==> src/rtl/trng_harvest_ctrl_pkg.sv <==
// Shared types and defaults for the TRNG harvest controller.
package trng_pkg;

    typedef enum logic [2:0] {
        IDLE   = 3'd0,
        WARMUP = 3'd1,
        FILL   = 3'd2,
        FULL   = 3'd3,
        FAULT  = 3'd4
    } state_t;

    localparam logic [1:0] FC_NONE    = 2'b00;
    localparam logic [1:0] FC_REP     = 2'b01;
    localparam logic [1:0] FC_TIMEOUT = 2'b10;

    localparam int WORD_W_DEF      = 8;
    localparam int WARMUP_BITS_DEF = 16;
    localparam int REP_LIMIT_DEF   = 32;
    localparam int TIMEOUT_CYC_DEF = 1024;

endpackage

==> src/rtl/trng_harvest_ctrl_rep_test.sv <==
// Repetition-count health test: flags the accepted bit that completes a run of REP_LIMIT equal bits.
module trng_rep_test
    import trng_pkg::*;
#(
    parameter int REP_LIMIT = REP_LIMIT_DEF
) (
    input  logic clk,
    input  logic rst,
    input  logic clr,
    input  logic accept,
    input  logic bit_in,
    output logic rep_fail
);

    logic [7:0] cnt;
    logic [7:0] cnt_nxt;
    logic       last_bit;

    always_comb begin
        cnt_nxt = 8'd1;
        if (cnt != 8'd0 && bit_in == last_bit) begin
            cnt_nxt = (cnt == 8'hFF) ? cnt : cnt + 8'd1;
        end
    end

    // Combinational so the failing bit can pre-empt a word completing on the same cycle.
    assign rep_fail = accept && (cnt_nxt >= 8'(REP_LIMIT));

    always_ff @(posedge clk) begin
        if (rst || clr) begin
            cnt      <= 8'd0;
            last_bit <= 1'b0;
        end else if (accept) begin
            cnt      <= cnt_nxt;
            last_bit <= bit_in;
        end
    end

endmodule

==> src/rtl/trng_harvest_ctrl.sv <==
// Von Neumann extractor sequencer: warm-up discard, word packing, valid/ready delivery, health tests.
// Optional build macro TRNG_CTRL_STATS_EN adds the word_cnt handshake counter output.
module trng_harvest_ctrl
    import trng_pkg::*;
#(
    parameter int WORD_W      = WORD_W_DEF,
    parameter int WARMUP_BITS = WARMUP_BITS_DEF,
    parameter int REP_LIMIT   = REP_LIMIT_DEF,
    parameter int TIMEOUT_CYC = TIMEOUT_CYC_DEF
) (
    input  logic              clk,
    input  logic              rst,
    input  logic              start,
    input  logic              clear_fault,
    input  logic              extr_bit,
    input  logic              extr_valid,
    output logic              extr_en,
    output logic [WORD_W-1:0] rnd_data,
    output logic              rnd_valid,
    input  logic              rnd_ready,
    output logic              busy,
    output logic              fault,
    output logic [1:0]        fault_code
`ifdef TRNG_CTRL_STATS_EN
    ,
    output logic [15:0]       word_cnt
`endif
);

    localparam int BC_W = $clog2(WORD_W);
    localparam int WU_W = (WARMUP_BITS < 2) ? 1 : $clog2(WARMUP_BITS);
    localparam int TO_W = (TIMEOUT_CYC < 2) ? 1 : $clog2(TIMEOUT_CYC);
    localparam logic [BC_W-1:0] BIT_LAST  = BC_W'(WORD_W - 1);
    localparam logic [WU_W-1:0] WARM_LAST = WU_W'((WARMUP_BITS > 0) ? WARMUP_BITS - 1 : 0);
    localparam logic [TO_W-1:0] TO_LAST   = TO_W'((TIMEOUT_CYC > 0) ? TIMEOUT_CYC - 1 : 0);

    state_t            state;
    logic              en_q;
    logic [WORD_W-1:0] shift_q;
    logic [WORD_W-1:0] shift_nxt;
    logic [BC_W-1:0]   bit_cnt;
    logic [WU_W-1:0]   warm_cnt;
    logic [TO_W-1:0]   to_cnt;
    logic              accept;
    logic              acc_h;
    logic              hs;
    logic              out_free;
    logic              rep_fail;
    logic              to_fail;

    // The extractor's valid is stale until it has been enabled for a cycle, hence en_q.
    assign accept    = extr_valid && en_q;
    assign acc_h     = accept && (state == WARMUP || state == FILL);
    assign hs        = rnd_valid && rnd_ready;
    assign out_free  = !rnd_valid || rnd_ready;
    assign shift_nxt = {shift_q[WORD_W-2:0], extr_bit};
    assign to_fail   = extr_en && !accept && (to_cnt == TO_LAST);

    trng_rep_test #(
        .REP_LIMIT(REP_LIMIT)
    ) u_rep_test (
        .clk     (clk),
        .rst     (rst),
        .clr     (state == FAULT && clear_fault),
        .accept  (acc_h),
        .bit_in  (extr_bit),
        .rep_fail(rep_fail)
    );

    always_ff @(posedge clk) begin
        if (rst) begin
            state      <= IDLE;
            extr_en    <= 1'b0;
            busy       <= 1'b0;
            en_q       <= 1'b0;
            rnd_valid  <= 1'b0;
            rnd_data   <= '0;
            shift_q    <= '0;
            bit_cnt    <= '0;
            warm_cnt   <= '0;
            to_cnt     <= '0;
            fault      <= 1'b0;
            fault_code <= FC_NONE;
        end else begin
            en_q <= extr_en;
            if (!extr_en || accept) to_cnt <= '0;
            else                    to_cnt <= to_cnt + 1'b1;
            if (hs) rnd_valid <= 1'b0;

            case (state)
                IDLE: begin
                    if (start) begin
                        state    <= (WARMUP_BITS == 0) ? FILL : WARMUP;
                        extr_en  <= 1'b1;
                        busy     <= 1'b1;
                        warm_cnt <= '0;
                        bit_cnt  <= '0;
                    end
                end
                WARMUP, FILL: begin
                    // Health failures win over stop and over a word completing this cycle.
                    if (rep_fail || to_fail) begin
                        state      <= FAULT;
                        extr_en    <= 1'b0;
                        busy       <= 1'b0;
                        fault      <= 1'b1;
                        fault_code <= rep_fail ? FC_REP : FC_TIMEOUT;
                        rnd_valid  <= 1'b0;
                        shift_q    <= '0;
                    end else if (!start) begin
                        state   <= IDLE;
                        extr_en <= 1'b0;
                        busy    <= 1'b0;
                    end else if (acc_h) begin
                        if (state == WARMUP) begin
                            if (warm_cnt == WARM_LAST) begin
                                state   <= FILL;
                                bit_cnt <= '0;
                            end else begin
                                warm_cnt <= warm_cnt + 1'b1;
                            end
                        end else begin
                            shift_q <= shift_nxt;
                            if (bit_cnt == BIT_LAST) begin
                                bit_cnt <= '0;
                                if (out_free) begin
                                    rnd_data  <= shift_nxt;
                                    rnd_valid <= 1'b1;
                                end else begin
                                    state   <= FULL;
                                    extr_en <= 1'b0;
                                end
                            end else begin
                                bit_cnt <= bit_cnt + 1'b1;
                            end
                        end
                    end
                end
                FULL: begin
                    if (!start) begin
                        state   <= IDLE;
                        extr_en <= 1'b0;
                        busy    <= 1'b0;
                    end else if (hs) begin
                        rnd_data  <= shift_q;
                        rnd_valid <= 1'b1;
                        state     <= FILL;
                        extr_en   <= 1'b1;
                    end
                end
                FAULT: begin
                    rnd_valid <= 1'b0;
                    shift_q   <= '0;
                    if (clear_fault) begin
                        state      <= IDLE;
                        fault      <= 1'b0;
                        fault_code <= FC_NONE;
                        bit_cnt    <= '0;
                        warm_cnt   <= '0;
                        to_cnt     <= '0;
                    end
                end
                default: begin
                    state   <= IDLE;
                    extr_en <= 1'b0;
                    busy    <= 1'b0;
                end
            endcase
        end
    end

`ifdef TRNG_CTRL_STATS_EN
    always_ff @(posedge clk) begin
        if (rst)     word_cnt <= '0;
        else if (hs) word_cnt <= word_cnt + 16'd1;
    end
`endif

endmodule

==> config.mk <==
export PLATFORM = sky130hd
export DESIGN_NAME = trng_harvest_ctrl
export DESIGN_NICKNAME = d
export VERILOG_FILES = /design/src/rtl/trng_harvest_ctrl_pkg.sv /design/src/rtl/trng_harvest_ctrl_rep_test.sv /design/src/rtl/trng_harvest_ctrl.sv
export SDC_FILE = /design/constraint.sdc
export NUM_CORES = 1
export LEC_CHECK = 0
export CAP_MARGIN = 20
export CORE_AREA = 2 2 81 83
export DETAILED_ROUTE_END_ITERATION = 16
export DIE_AREA = 0 0 83 85
export GPL_TIMING_DRIVEN = 0
export MAX_ROUTING_LAYER = met4
export PLACE_DENSITY = 0.7
export SETUP_SLACK_MARGIN = 0.4
export SYNTH_ARGS = -nofsm -noshare
export SYNTH_HDL_FRONTEND = slang
export SYNTH_HIERARCHICAL = 1
export SYNTH_SLANG_ARGS = --single-unit
export TNS_END_PERCENT = 1
==> constraint.sdc <==
create_clock -name clk -period 7.65 [get_ports clk]
set_clock_uncertainty 0.05 [all_clocks]
set_input_delay 1.53 -clock clk [delete_from_list [all_inputs] [get_ports clk]]
set_output_delay 1.53 -clock clk [all_outputs]
set_load 0.03 [all_outputs]
==> impl_metrics.toml, run 1 <==
[power]
power_mw = 0.6636
p_per_area_mw_per_mm2 = 216.6
ir_drop_mv = 0.09438
power_leakage_nw = 1.065

[die]
die-area_mm2 = 0.007055
die_h_um = 85
core_area_mm2 = 0.006205
rows = 29
pin_count = 21
die_w_um = 83
initial_utilization_pct = 43.09

[yosys]
synth_edf_count = 0
synthArstFlopShare_pct = 0
syn_nets = 332
synth_top_area_share_pct = 38.93
syn_area_per_cell_um2 = 8.382
synth-seq-cells = 52
yosysSeqAreaShare_pct = 38.93
ys.flop_type = "dfxtp_1"
synthDistinctLibCells = 57
synth_top_area_cell = "dfxtp_1"
postSynthCellCount = 319
mappedNetlistArea_mm2 = 0.002674
synth_area_leaders = "dfxtp_1, nand2_1, nor2_1"
yosys_warnings = 6

[drt]
wl_um = 5809
vias = 2318
drcViolationCount = 0
firstDrtPassIters = 4
detail-route-antenna-nets = 0
wl_per_cell_um = 13.70
drt_iter0_markers = 245
viasPerCell = 5.467

[final_layout]
area_growth_pct = 14.60
layout_commonest_cell = "dfxtp_1"
antenna_cells = 0
final_cell_mix = "dfxtp_1, nand2_1, nor2_1"
drive_gt1_share_pct = 6.628
fin_nets = 359

[outcome]
status = "completed"

[cts]
cts_setup_buffers = 0
clk_latency_ps = 320
path_clk_slew_ps = 110
clockBufferDepth = 2
cts_made_buffers = 5
cts_tree = "done"
cts-root-buf = "clkbuf_8"
hold_buffers = 0
cts.sinks = 52
post_cts_resized = 0
cts_max_level = 2

[sta]
finalHoldViolations = 0
fin_crit_sh_pct = 59.05
timing.fmax_mhz = 221.4
worst_pin_slew_ps = 750.6
timing.final.crit_period_ps = 4517
grt_setup_unrepaired = "no"
final-setup-viol-count = 0
slew_violations = 0
fin_tns_setup_ps = 0
slew_headroom_pct = 49.85

[place]
hpwl_um = 4195
io_buffers = 20
place_congestion = 0.9257

[global_routing]
grt_busiest_layer = "met2"
grt_use_met3_pct = 3.502
use_met2_pct = 27.13
grt_usage_pct = 17.67
antenna_found_initial = 0
grt_max_degree = 19
grt_pass1_wl_um = 9963
grt_pass1_vias = 2067
grt_remaining_overflow = 0
grt_util_met1_pct = 23.80

[flow_run]
cap_violations = 0

[critical_path]
critPathArrivalTime_ps = 4710
cp-end-kind = "register"
cp_max_fo = 10
cp.required_ps = 7840
start_kind = "input pin"
crit_type = "in -> reg"

[hold_path]
hp-class = "reg -> reg"
-- final timing paths --
| check | start | end | slack [ps] | cells after the start |
|---|---|---|---|---|
| worst min register to register | to_cnt[0] | to_cnt[0] | 400 | 1 |
| worst min-delay path | to_cnt[0] | to_cnt[0] | 400 | 1 |
| worst max register to register | state[0] | rnd_data[4] | 3860 | 15 |
| worst max-delay path | extr_valid | rnd_data[4] | 3130 | 13 |
-- area by class of cell --
| class | instances | area (µm²) |
|---|---|---|
| fill | 594 | 3141 |
| tap | 77 | 96.34 |
| clock buffer | 5 | 68.82 |
| clock inverter | 3 | 25.02 |
| sequential | 52 | 1041 |
| multi-input combinational | 242 | 1521 |
| timing repair buffer | 20 | 200.2 |
| buffer | 14 | 70.07 |
| inverter | 11 | 41.29 |
-- synth_stat cells, types with 2 or more instances --
master / n
nand3b_1: 5
and2_1: 3
a22o_1: 8
a21o_1: 2
buf_2: 2
a31oi_1: 2
a22oi_1: 3
dfxtp_1: 52
clkbuf_1: 10
o211ai_1: 2
xnor2_1: 6
nand2_1: 40
and3_1: 4
inv_1: 10
nand3_1: 9
a211oi_1: 3
nor2_1: 40
a311oi_2: 2
and4_1: 2
nor3_1: 9
nor2b_1: 4
xor2_1: 6
or3_1: 5
buf_6: 2
a21o_2: 2
o21ai_0: 19
mux2i_1: 6
a311oi_1: 7
nand2b_1: 6
ha_1: 6
o21a_1: 2
a21oi_1: 15
-- per-stage QoR --
step | setup WS [ps] | instances | area, µm² | hold WS [ps] | utilization, %
floorplan | 3723 | 319 | 2674 | 367.6 | -
global route | 2923 | 424 | 3064 | 436.4 | 49.39
CTS | 3133 | 424 | 3064 | 408.4 | 49.39
detailed placement | 2802 | 416 | 2970 | 394.1 | 47.87
global placement | 2802 | 416 | 2970 | 379.4 | 47.87
finish | 3133 | 424 | 3064 | 402.9 | 49.39
-- worst max-delay path, stage by stage --
cell and delay (ps):
clkdlybuf4s50_1 460, nand2_1 210, nor2_1 110, clkbuf_1 230, o211ai_1 220, a21oi_1 100, buf_6 150, nand3b_4 170
or3b_4 410, a2111oi_4 600, buf_6 220, nor2_1 60, a311oi_2 220
-- power breakdown --
| part | total, mW | internal, mW | leakage (nW) | switching, mW |
|---|---|---|---|---|
| sequential | 0.300 | 0.287 | 0.420 | 0.0130 |
| combinational | 0.195 | 0.0722 | 0.599 | 0.123 |
| clock | 0.168 | 0.0669 | 0.0452 | 0.101 |
-- state kept, by name, indices dropped and copies added (netlist names), 2 cells and up --
register and count:
bit_cnt 3, u_rep_test/cnt 8, warm_cnt 4, to_cnt 10, shift_q 8, fault_code 2, rnd_data 8, state 3
-- metal layers --
metal	up-vias	wire length (µm)
met5	-	0
met1	1068	2953
met2	41	2564
met3	7	229
met4	0	61
li1	1202	-
-- logic make-up after synthesis --
family	after synthesis	share of synthesized area (%)
xor+xnor	12	3.931
compound gates	80	21.95
flops	52	38.93
simple gates	138	25.97
buf+inv	25	4.165
fa+ha+maj	6	2.808
mux	6	2.246
(Power assumes the default switching activity.)
==> run 2, diff against run 1 <==
==> constraint.sdc (replaced) <==
create_clock -name clk -period 4.5 [get_ports clk]
set_clock_uncertainty 0.05 [all_clocks]
set_input_delay 0.9 -clock clk [delete_from_list [all_inputs] [get_ports clk]]
set_output_delay 0.9 -clock clk [all_outputs]
set_load 0.03 [all_outputs]
==> results of run 2 <==
Same layout as run 1 (identical final DEF). Status: completed.
Main changes from that run: setup slack after placement 2802 ps -> 281.7 ps; setup slack after layout 3133 ps -> 612.8 ps; register-to-register setup slack 3860 ps -> 710 ps; total power 0.6636 mW -> 1.128 mW; worst IR drop on VDD 0.09438 mV -> 0.1604 mV
==> run 3, diff against run 2 <==
--- a/config.mk
+++ b/config.mk
@@ -12,6 +12,7 @@
 export GPL_TIMING_DRIVEN = 0
 export MAX_ROUTING_LAYER = met4
 export PLACE_DENSITY = 0.7
+export RECOVER_POWER = 25
 export SETUP_SLACK_MARGIN = 0.4
 export SYNTH_ARGS = -nofsm -noshare
 export SYNTH_HDL_FRONTEND = slang
==> run 3 against run 2 <==
Compared with the run above:
- register-to-register slack is essentially flat
- worst hold slack hardly changed
- flip-flop and latch count unchanged
- via count fell by 0.47%
- routed wire length down 0.33%
- design area stayed put
- largest power group unchanged
- critical path depth unchanged
- highest routed layer unchanged
- non-clock buffer count unchanged
- total power down 0.34%
==> impl_metrics.toml, run 3 (synthesized netlist as in run 1, its figures left out) <==
[global_routing]
grt_remaining_overflow = 0
antenna_found_initial = 0
grt_pass1_vias = 2067
grt_usage_pct = 17.67
grt_pass1_wl_um = 9963
grt_max_degree = 19

[die]
die_w_um = 83
initial_utilization_pct = 43.09
core_area_mm2 = 0.006205
die_h_um = 85
pin_count = 21
rows = 29
die-area_mm2 = 0.007055

[cts]
post_cts_resized = 0
cts_tree = "done"
cts.sinks = 52
cts_made_buffers = 5
cts-root-buf = "clkbuf_8"
clk_latency_ps = 320
path_clk_slew_ps = 110
cts_setup_buffers = 0
cts_max_level = 2
clockBufferDepth = 2
hold_buffers = 0

[sta]
slew_violations = 0
timing.fmax_mhz = 257.7
worst_pin_slew_ps = 750.6
grt_setup_unrepaired = "no"
timing.hold.ws_ps = 402.9
finalHoldViolations = 0
fin_tns_setup_ps = 0
fin_crit_sh_pct = 86.23
timing.final.crit_period_ps = 3880
final-setup-viol-count = 0
slew_headroom_pct = 49.85

[critical_path]
cp-end-kind = "register"
critPathArrivalTime_ps = 4070
crit_chain = "clkdlybuf4s50_1, nand2_1, nor2_1, clkbuf_1, o211ai_1, a21oi_1, buf_6, nand3b_4, or3b_4, a2111oi_4, buf_6, nor2_1, a311oi_2"
crit_start = "extr_valid"
reg2reg_from = "state[0]"
critPathMaxStageDelay_ps = 600
cp.required_ps = 4690
crit_type = "in -> reg"
cp_max_fo = 10
start_kind = "input pin"
cp_slowest_cell = "a2111oi_4"
rr_worst_depth = 15

[final_layout]
area_growth_pct = 14.60
layout_commonest_cell = "dfxtp_1"
fin_util_pct = 49.39
drive_gt1_share_pct = 6.628
fin_nets = 359
antenna_cells = 0
final_cell_mix = "dfxtp_1, nand2_1, nor2_1"
largest_reg_flops = 10
regMostFlops = "to_cnt"

[drt]
firstDrtPassIters = 4
drt_iter0_markers = 240
viasPerCell = 5.441
drcViolationCount = 0
wl_per_cell_um = 13.66
vias = 2307
detail-route-antenna-nets = 0
wl_um = 5790

[hold_path]
hp-class = "reg -> reg"
holdPathStages = 1
min_from = "to_cnt[0]"

[place]
place_congestion = 0.9257
io_buffers = 20
hpwl_um = 4195

[power]
ir_drop_mv = 0.1608
p_per_area_mw_per_mm2 = 366.9
power_leakage_nw = 1.108

[flow_run]
cap_violations = 0

[outcome]
status = "completed"
==> run 3: cell type report <==
| class | instances | area (µm²) |
|---|---|---|
| buffer | 14 | 70.07 |
| clock buffer | 5 | 68.82 |
| clock inverter | 3 | 25.02 |
| fill | 594 | 3141 |
| inverter | 11 | 41.29 |
| multi-input combinational | 242 | 1521 |
| sequential | 52 | 1041 |
| tap | 77 | 96.34 |
| timing repair buffer | 20 | 200.2 |
==> run 3: routing by layer <==
metal	part of all wire (%)	vias up	routed length, µm	global-route usage [%]
li1	-	1201	-	-
met3	3.5	7	201	3.502
met1	51	1059	2944	23.80
met4	1.1	0	61	5.067
met5	0	-	0	-
met2	45	40	2583	27.13
==> run 3: through the flow <==
stage	instances	cell area, µm²	total power [mW]	worst slack [ps]
2_1_floorplan	319	2674	0.7585	1203
3_3_place_gp	416	2970	0.8464	281.7
3_5_place_dp	416	2970	0.8475	281.7
4_1_cts	424	3064	1.134	613.2
5_1_grt	424	3064	1.191	402.9
6_report	424	3064	1.124	619.8
==> run 3: critical path, delay by kind of cell <==
| kind | cells | cell delay, ps |
|---|---|---|
| simple gates | 5 | 960 |
| compound gates | 4 | 1140 |
| buf+inv | 4 | 1060 |
==> run 3: worst paths after layout <==
| check | to | slack [ps] |
|---|---|---|
| max | rnd_data[4] | 620 |
| max reg2reg | rnd_data[4] | 720 |
| min reg2reg | to_cnt[0] | 400 |
| min | to_cnt[0] | 400 |
==> run 3: report_power, final <==
group,leakage (nW),total (mW),switching (mW),internal [mW]
sequential,0.420,0.510,0.0216,0.488
clock,0.0452,0.286,0.172,0.114
combinational,0.643,0.328,0.208,0.120
total,1.11,1.12,0.402,0.722
